--- src/rtl/pipe_fetch_queue.sv ---
// rtl/pipe_fetch_queue.sv - decoupled instruction fetch unit with in-order DEPTH-entry queue
// Slots are allocated at grant and filled in grant order; a redirect flushes the queue
// and converts every in-flight fetch into a pending discard.
module pipe_fetch_queue #(
  parameter int              PC_W     = 16,
  parameter int              INSTR_W  = 16,
  parameter int              PC_STEP  = 2,
  parameter int              DEPTH    = 4,
  parameter logic [PC_W-1:0] RESET_PC = '0
) (
  input  logic               clk_i,
  input  logic               rst_i,
  output logic               imem_req_o,
  output logic [PC_W-1:0]    imem_addr_o,
  input  logic               imem_gnt_i,
  input  logic               imem_rvalid_i,
  input  logic [INSTR_W-1:0] imem_rdata_i,
  input  logic               redirect_i,
  input  logic [PC_W-1:0]    redirect_pc_i,
  output logic               out_valid_o,
  input  logic               out_ready_i,
  output logic [INSTR_W-1:0] out_instr_o,
  output logic [PC_W-1:0]    out_pc_o,
  output logic [PC_W-1:0]    out_next_pc_o
);

  localparam int AW = $clog2(DEPTH);
  localparam int CW = AW + 1;

  logic [PC_W-1:0]    fetch_pc;
  logic [AW-1:0]      wr_ptr;
  logic [AW-1:0]      fill_ptr;
  logic [AW-1:0]      rd_ptr;
  logic [CW-1:0]      count;
  logic [CW-1:0]      outstanding;
  logic [CW-1:0]      discard_cnt;
  logic [CW-1:0]      outstanding_next;

  logic [PC_W-1:0]    slot_pc    [DEPTH];
  logic [INSTR_W-1:0] slot_instr [DEPTH];
  logic [DEPTH-1:0]   slot_filled;

  logic grant;
  logic resp;
  logic keep;
  logic drop;
  logic pop;

  assign imem_req_o  = !rst_i && !redirect_i && (discard_cnt == '0) && (count < CW'(DEPTH));
  assign imem_addr_o = fetch_pc;

  assign grant = imem_req_o && imem_gnt_i;
  // A response with nothing outstanding is a protocol error and is ignored.
  assign resp  = imem_rvalid_i && (outstanding != '0);
  assign drop  = resp && (discard_cnt != '0);
  assign keep  = resp && (discard_cnt == '0);

  assign out_valid_o   = slot_filled[rd_ptr] && !redirect_i && !rst_i;
  assign pop           = out_valid_o && out_ready_i;
  assign out_instr_o   = slot_instr[rd_ptr];
  assign out_pc_o      = slot_pc[rd_ptr];
  assign out_next_pc_o = slot_pc[rd_ptr] + PC_W'(PC_STEP);

  assign outstanding_next = outstanding + CW'(grant) - CW'(resp);

  always_ff @(posedge clk_i) begin
    if (rst_i) begin
      fetch_pc    <= RESET_PC;
      wr_ptr      <= '0;
      fill_ptr    <= '0;
      rd_ptr      <= '0;
      count       <= '0;
      outstanding <= '0;
      discard_cnt <= '0;
      slot_filled <= '0;
    end else begin
      outstanding <= outstanding_next;
      if (redirect_i) begin
        fetch_pc    <= redirect_pc_i;
        wr_ptr      <= '0;
        fill_ptr    <= '0;
        rd_ptr      <= '0;
        count       <= '0;
        slot_filled <= '0;
        // Every fetch still in flight after this cycle is stale, including earlier discards.
        discard_cnt <= outstanding_next;
      end else begin
        if (grant) begin
          fetch_pc            <= fetch_pc + PC_W'(PC_STEP);
          slot_filled[wr_ptr] <= 1'b0;
          wr_ptr              <= wr_ptr + AW'(1);
        end
        if (keep) begin
          slot_filled[fill_ptr] <= 1'b1;
          fill_ptr              <= fill_ptr + AW'(1);
        end
        if (drop) begin
          discard_cnt <= discard_cnt - CW'(1);
        end
        if (pop) begin
          slot_filled[rd_ptr] <= 1'b0;
          rd_ptr              <= rd_ptr + AW'(1);
        end
        count <= count + CW'(grant) - CW'(pop);
      end
    end
  end

  // Slot payload needs no reset; the filled flags qualify it.
  always_ff @(posedge clk_i) begin
    if (grant) begin
      slot_pc[wr_ptr] <= fetch_pc;
    end
    if (keep && !redirect_i) begin
      slot_instr[fill_ptr] <= imem_rdata_i;
    end
  end

endmodule

--- config.mk ---
export PLATFORM = sky130hd
export DESIGN_NAME = pipe_fetch_queue
export DESIGN_NICKNAME = d
export VERILOG_FILES = /design/src/rtl/pipe_fetch_queue.sv
export SDC_FILE = /design/constraint.sdc
export NUM_CORES = 1
export LEC_CHECK = 0
export BUFFER_PORTS_ARGS = -buffer_cell sky130_fd_sc_hd__clkbuf_2
export CAP_MARGIN = 20
export CORE_ASPECT_RATIO = 0.6
export CORE_MARGIN = 2
export CORE_UTILIZATION = 63
export CTS_BUF_LIST = sky130_fd_sc_hd__clkbuf_8
export DETAILED_ROUTE_END_ITERATION = 8
export GPL_ROUTABILITY_DRIVEN = 0
export GPL_TIMING_DRIVEN = 1
export PLACE_DENSITY = 0.87
export SYNTH_ARGS = -nofsm -noshare
export SYNTH_HDL_FRONTEND = slang
export SYNTH_SLANG_ARGS = --single-unit
--- constraint.sdc ---
create_clock -name clk_i -period 5.8 [get_ports clk_i]
set_input_delay 0.29 -clock clk_i [delete_from_list [all_inputs] [get_ports clk_i]]
set_output_delay 0.29 -clock clk_i [all_outputs]
set_load 0.02 [all_outputs]
---- Word-level counts from Yosys, hierarchy flattened ----
Memories as Yosys holds them, arrays and structs flattened. A register that Yosys moved wholly into a read port is not among the register bits.
Index checks and enable logic that the tools add are counted.
cells by class
  add/sub/neg operators ................... 10
  $mul .................................... 0
  divide/modulo/power cells ............... 0
  order comparisons ....................... 7
  equality and inequality tests ........... 0
  shift operators ......................... 0
  mux-type cells .......................... 27
  bitwise logic cells ..................... 5
  reduce and logical (&&, ||, !) cells .... 22
operators with widths
  operator                                                    number
  adder 16 x 2 -> 16 bit, second input constant               2
  2-to-1 mux 16 bit                                           2
  2-to-1 mux 4 bit                                            7
  logical AND 1 bit                                           14
  less-than comparator 2 x 3 -> 1 bit, second input constant  3
  AND 4 bit                                                   2
  2-to-1 mux 1 bit                                            8
  2-to-1 mux 2 bit                                            4
  inverter 4 bit                                              2
  adder 2 x 1 -> 2 bit, second input constant                 3
  adder 3 x 1 -> 3 bit                                        2
  demux 1 bit (select 2 bit)                                  3
  >= comparator 2 x 1 -> 1 bit, second input constant         3
  2-to-1 mux 3 bit                                            2
  nonzero test 3 bit                                          2
  subtractor 3 x 1 -> 3 bit                                   2
  bitwise OR 4 bit                                            1
  nonzero test 2 bit                                          2
  logical NOT 3 bit                                           1
  less-than comparator 3 bit, second input constant           1
  subtractor 3 x 1 -> 3 bit, second input constant            1
  binary-select mux 1 bit (select 2 bit)                      1
  logical NOT 1 bit                                           2
  OR reduction 2 bit                                          1
storage, ports and cells
  register bits ........................... 35
  latch bits .............................. 0
  memory bits (writable) .................. 128
  bits in read-only memories .............. 0
  bits of input ports ..................... 38
  output and inout bits ................... 66
  word-level logic and storage cells ...... 81
  memories kept ........................... 2
memory list
  memory      depth  bits a word  read ports  clocked after Yosys merged registers in  wr ports  line  text
  slot_instr  4      16           1           1                                        1         40    logic [INSTR_W-1:0] slot_instr [DEPTH];
  slot_pc     4      16           1           1                                        1         39    logic [PC_W-1:0] slot_pc [DEPTH];

---- Depth between registers and ports, before layout ----
  word-level depth ........................ 15
  mapped depth ............................ 14
  depth with buffers taken out ............ 12

---- Least setup slack after synthesis ----
Ideal clock, no wire load.
  path kind ............................... register to register
  start ................................... register discard_cnt[0]
  end ..................................... register discard_cnt[2]
  setup time .............................. 86 ps
  data arrival time ....................... 2578 ps
  data required time ...................... 5714 ps
  path slack .............................. 3137 ps
  cell stages (with the launch flop) ...... 15
  path buffers ............................ 2
  clock period less this slack ............ 2663 ps
  path through ............................ dfxtp_1 -> inv_1 -> ha_1 -> nor3b_1 -> and3_1 -> buf_4 -> inv_2 -> buf_2 -> ha_1 -> inv_1 -> ha_1 -> fa_1 -> xnor2_1 -> xnor2_1 -> a211oi_1
on the way
  cells in the longest elaborated chain, start to end .. 7
  elaborated cells on any way between the ends .. 12
  those cells by class .................... add/sub (3); mux (2); reduce/logical (7)
RTL lines
  element                         line  text
  from (decl)                     36    logic [CW-1:0] discard_cnt;
  from (signal assigned)          86    discard_cnt <= outstanding_next;
  from (signal assigned)          98    discard_cnt <= discard_cnt - CW'(1);
  logical NOT 3 bit               49    assign imem_req_o = !rst_i && !redirect_i && (discard_cnt == '0) && (count < CW'(DEPTH));
  logical AND 1 bit (2 in a row)  49
  logical AND 1 bit               52    assign grant = imem_req_o && imem_gnt_i;
  adder 3 x 1 -> 3 bit            64    assign outstanding_next = outstanding + CW'(grant) - CW'(resp);
  subtractor 3 x 1 -> 3 bit       64
  2-to-1 mux 3 bit                78    if (redirect_i) begin
Several ways; a longest one is shown, not always the timed one. The select of a mux whose other input is x is not followed.
A chain may end at the register's enable or synchronous reset.

==> impl_metrics.ini <==
[power]
p_leak_nw = 2.88
switching_share_pct = 27.6
p_seq_share_pct = 54.7
p_int_w = 0.00182
share_comb_of_total_power_pct = 14.1
p_sw_w = 0.000693
ir_worst_vdd_mv = 0.204
powerDensity_nw_per_um2 = 317
p_clk_share_pct = 31.3

[yosys]
synthTopCellsByArea = edfxtp_1, dfxtp_1, mux4_2
syn_avg_cell_area_um2 = 15.9
ys_seq_area_share_pct = 65.8
syn_inst = 439
ys_warn_count = 0
synth_compound_area_share_pct = 4.74
synth-seq-cells = 165
synth_edf_count = 128
synthXorXnorAreaFrac_pct = 2.89
synth_top_area_share_pct = 55.2
syn-cell-area_um2 = 6970
synth_cell_type_count = 52
syn-num-nets = 499
synth_top_family_by_area = multiplexers
yosysTopAreaCell = edfxtp_1
yosys.area_share.simple_pct = 7.81
synthArstFlopShare_pct = 0
synth-main-ff-cell = edfxtp_1
muxShareOfSynthArea_pct = 11.7
synthAdderAreaFrac_pct = 4.17

[layout]
num-nets-final = 604
finalNonFillerCells = 695
mostFrequentLayoutCells = edfxtp_1, clkbuf_2, dfxtp_1
area_delta_synth_final_pct = 13.9
finalInstanceArea_um2 = 7930
num_antenna_cells = 0
drive_gt1_share_pct = 31.8
mostFrequentLayoutCell = edfxtp_1

[timing]
hold_viol = 0
fin_crit_sh_pct = 57.8
rsz0062_at_grt = no
finClkSkew_ns = 0.0173
finalSetupViolCount = 0
fmax_mhz = 298
final.setup.tns_ns = 0
maxSlewViolCount = 0
worst_pin_slew_ns = 0.865
min_period_ns = 3.35
slew-limit-headroom_pct = 42.0

[route]
drt-pass1-iter-count = 6
num_vias = 4259
drc_errors = 0
finalWirelength_um = 13900
first_iter_violations = 540
wl_per_cell_um = 20.0
ant_nets = 0
vias_per_cell = 6.13

[clocking]
clk_path_buf_depth = 2
postCtsHoldBufs = 0
root_buffer = clkbuf_8
cts.repair.resized = 0
cts_sinks = 165
clkSlewWorstSetupHoldPaths_ns = 0.10
numCtsBuffers = 17
htree_levels = 4
insertion_delay_ns = 0.45
cts_tree = built
post-cts-setup-buffers = 0

[global_routing]
first_global_vias = 4132
grt_max_degree = 25
grt_first_pass_wirelength_um = 21400
grt_remaining_overflow = 0
antenna_found_initial = 0
grtUsageTotal_pct = 24.1

[worst_setup_path]
ff2ff_path_depth = 12
cp.required_ns = 5.51
critPathKind = flip-flop to output pin
critPathLaunchType = flip-flop
worstSetupEndpointType = output pin
critPathMaxFanout = 20
arrival_ns = 3.06

[floorplanning]
coreArea_um2 = 10700
ios = 104
start_util_pct = 65.3
die_x_um = 140
die-area_um2 = 11900
die_h_um = 85.5
rows = 29

[place]
placed_cell_area_um2 = 7560
dp.cells = 664
dp.final_hpwl_um = 9470
port_buffers = 103

[hold_path]
hp-class = primary input to flip-flop
holdPathStages = 1

[flow_run]
cap_violations = 0

[outcome]
status = finished clean
## synthesized netlist by cell type, drive strengths merged, types with 11 or more instances
cell type and count:
a21oi 11, buf 11, dfxtp 37, edfxtp 128
ha 20, inv 22, mux4 33, nand2 20
nand3 12, nor2 24, xnor2 21
## per-layer routing
layer  GRT usage (%)  vias to the layer above  wire length [um]
met4            6.82                        0               198
met3            6.88                       24              1300
met2            37.1                      223              6420
met5               0                        -                 0
met1            34.6                     2111              5970
li1                -                     1901                 -
## layout make-up
class | count | area (um2)
Sequential cell | 165 | 4590
Clock inverter | 14 | 143
Tap cell | 139 | 174
Timing Repair Buffer | 105 | 531
Multi-Input combinational cell | 233 | 2180
Fill cell | 614 | 2730
Inverter | 22 | 82.6
Clock buffer | 17 | 234
## worst max-delay path, stage by stage, from the launching register on
cell and delay, ns:
dfxtp_2 0.63, buf_4 0.45, mux4_1 0.69, ha_1 0.27
and3_1 0.16, nand3_1 0.10, xnor2_1 0.12, clkbuf_2 0.18
## final timing paths
path	startpoint	endpoint	slack, ns
worst max-delay path	flip-flop	out_next_pc_o[15]	2.45
worst min-delay path	imem_rdata_i[15]	slot_instr[0][15]	0.06
worst max register to register	discard_cnt[0]	discard_cnt[2]	2.45
worst min register to register	wr_ptr[1]	wr_ptr[1]	0.53
## state kept, by name, summed over array words and instances, names as in the netlist, named ones only
name and cells:
outstanding 3, rd_ptr 2, discard_cnt 3, slot_instr 64, slot_filled 4, count 3, imem_addr_o 16, slot_pc 64
wr_ptr 2, fill_ptr 2
## cell families after synthesis
family,count (synthesis)
fa+ha+maj,22
flops,165
compound gates,50
buf+inv,41
simple gates,100
xor+xnor,23
mux,38
## power by group through the flow
| stage | registers, W | logic, W | clock network (W) |
|---|---|---|---|
| floorplan | 0.00139 | 0.000245 | 0 |
| global placement | 0.00139 | 0.000336 | 0 |
| detailed placement | 0.00140 | 0.000350 | 0 |
| CTS | 0.00137 | 0.000355 | 0.000792 |
| global route | 0.00138 | 0.000390 | 0.000839 |
| finish | 0.00137 | 0.000354 | 0.000786 |
## stage by stage
stage / power, W / utilization, % / setup slack, ns / hold slack (ns)
after CTS: 0.00252 / 74.4 / 2.37 / 0.0381
after floorplan: 0.00164 / - / 3.14 / 0.362
after global routing: 0.00261 / 74.4 / 2.16 / 0.0433
after detailed placement: 0.00175 / 70.8 / 2.35 / 0.504
after global placement: 0.00173 / 70.8 / 2.53 / 0.484
final: 0.00251 / 74.4 / 2.45 / 0.0559
Power figures use the tool's default switching activity.
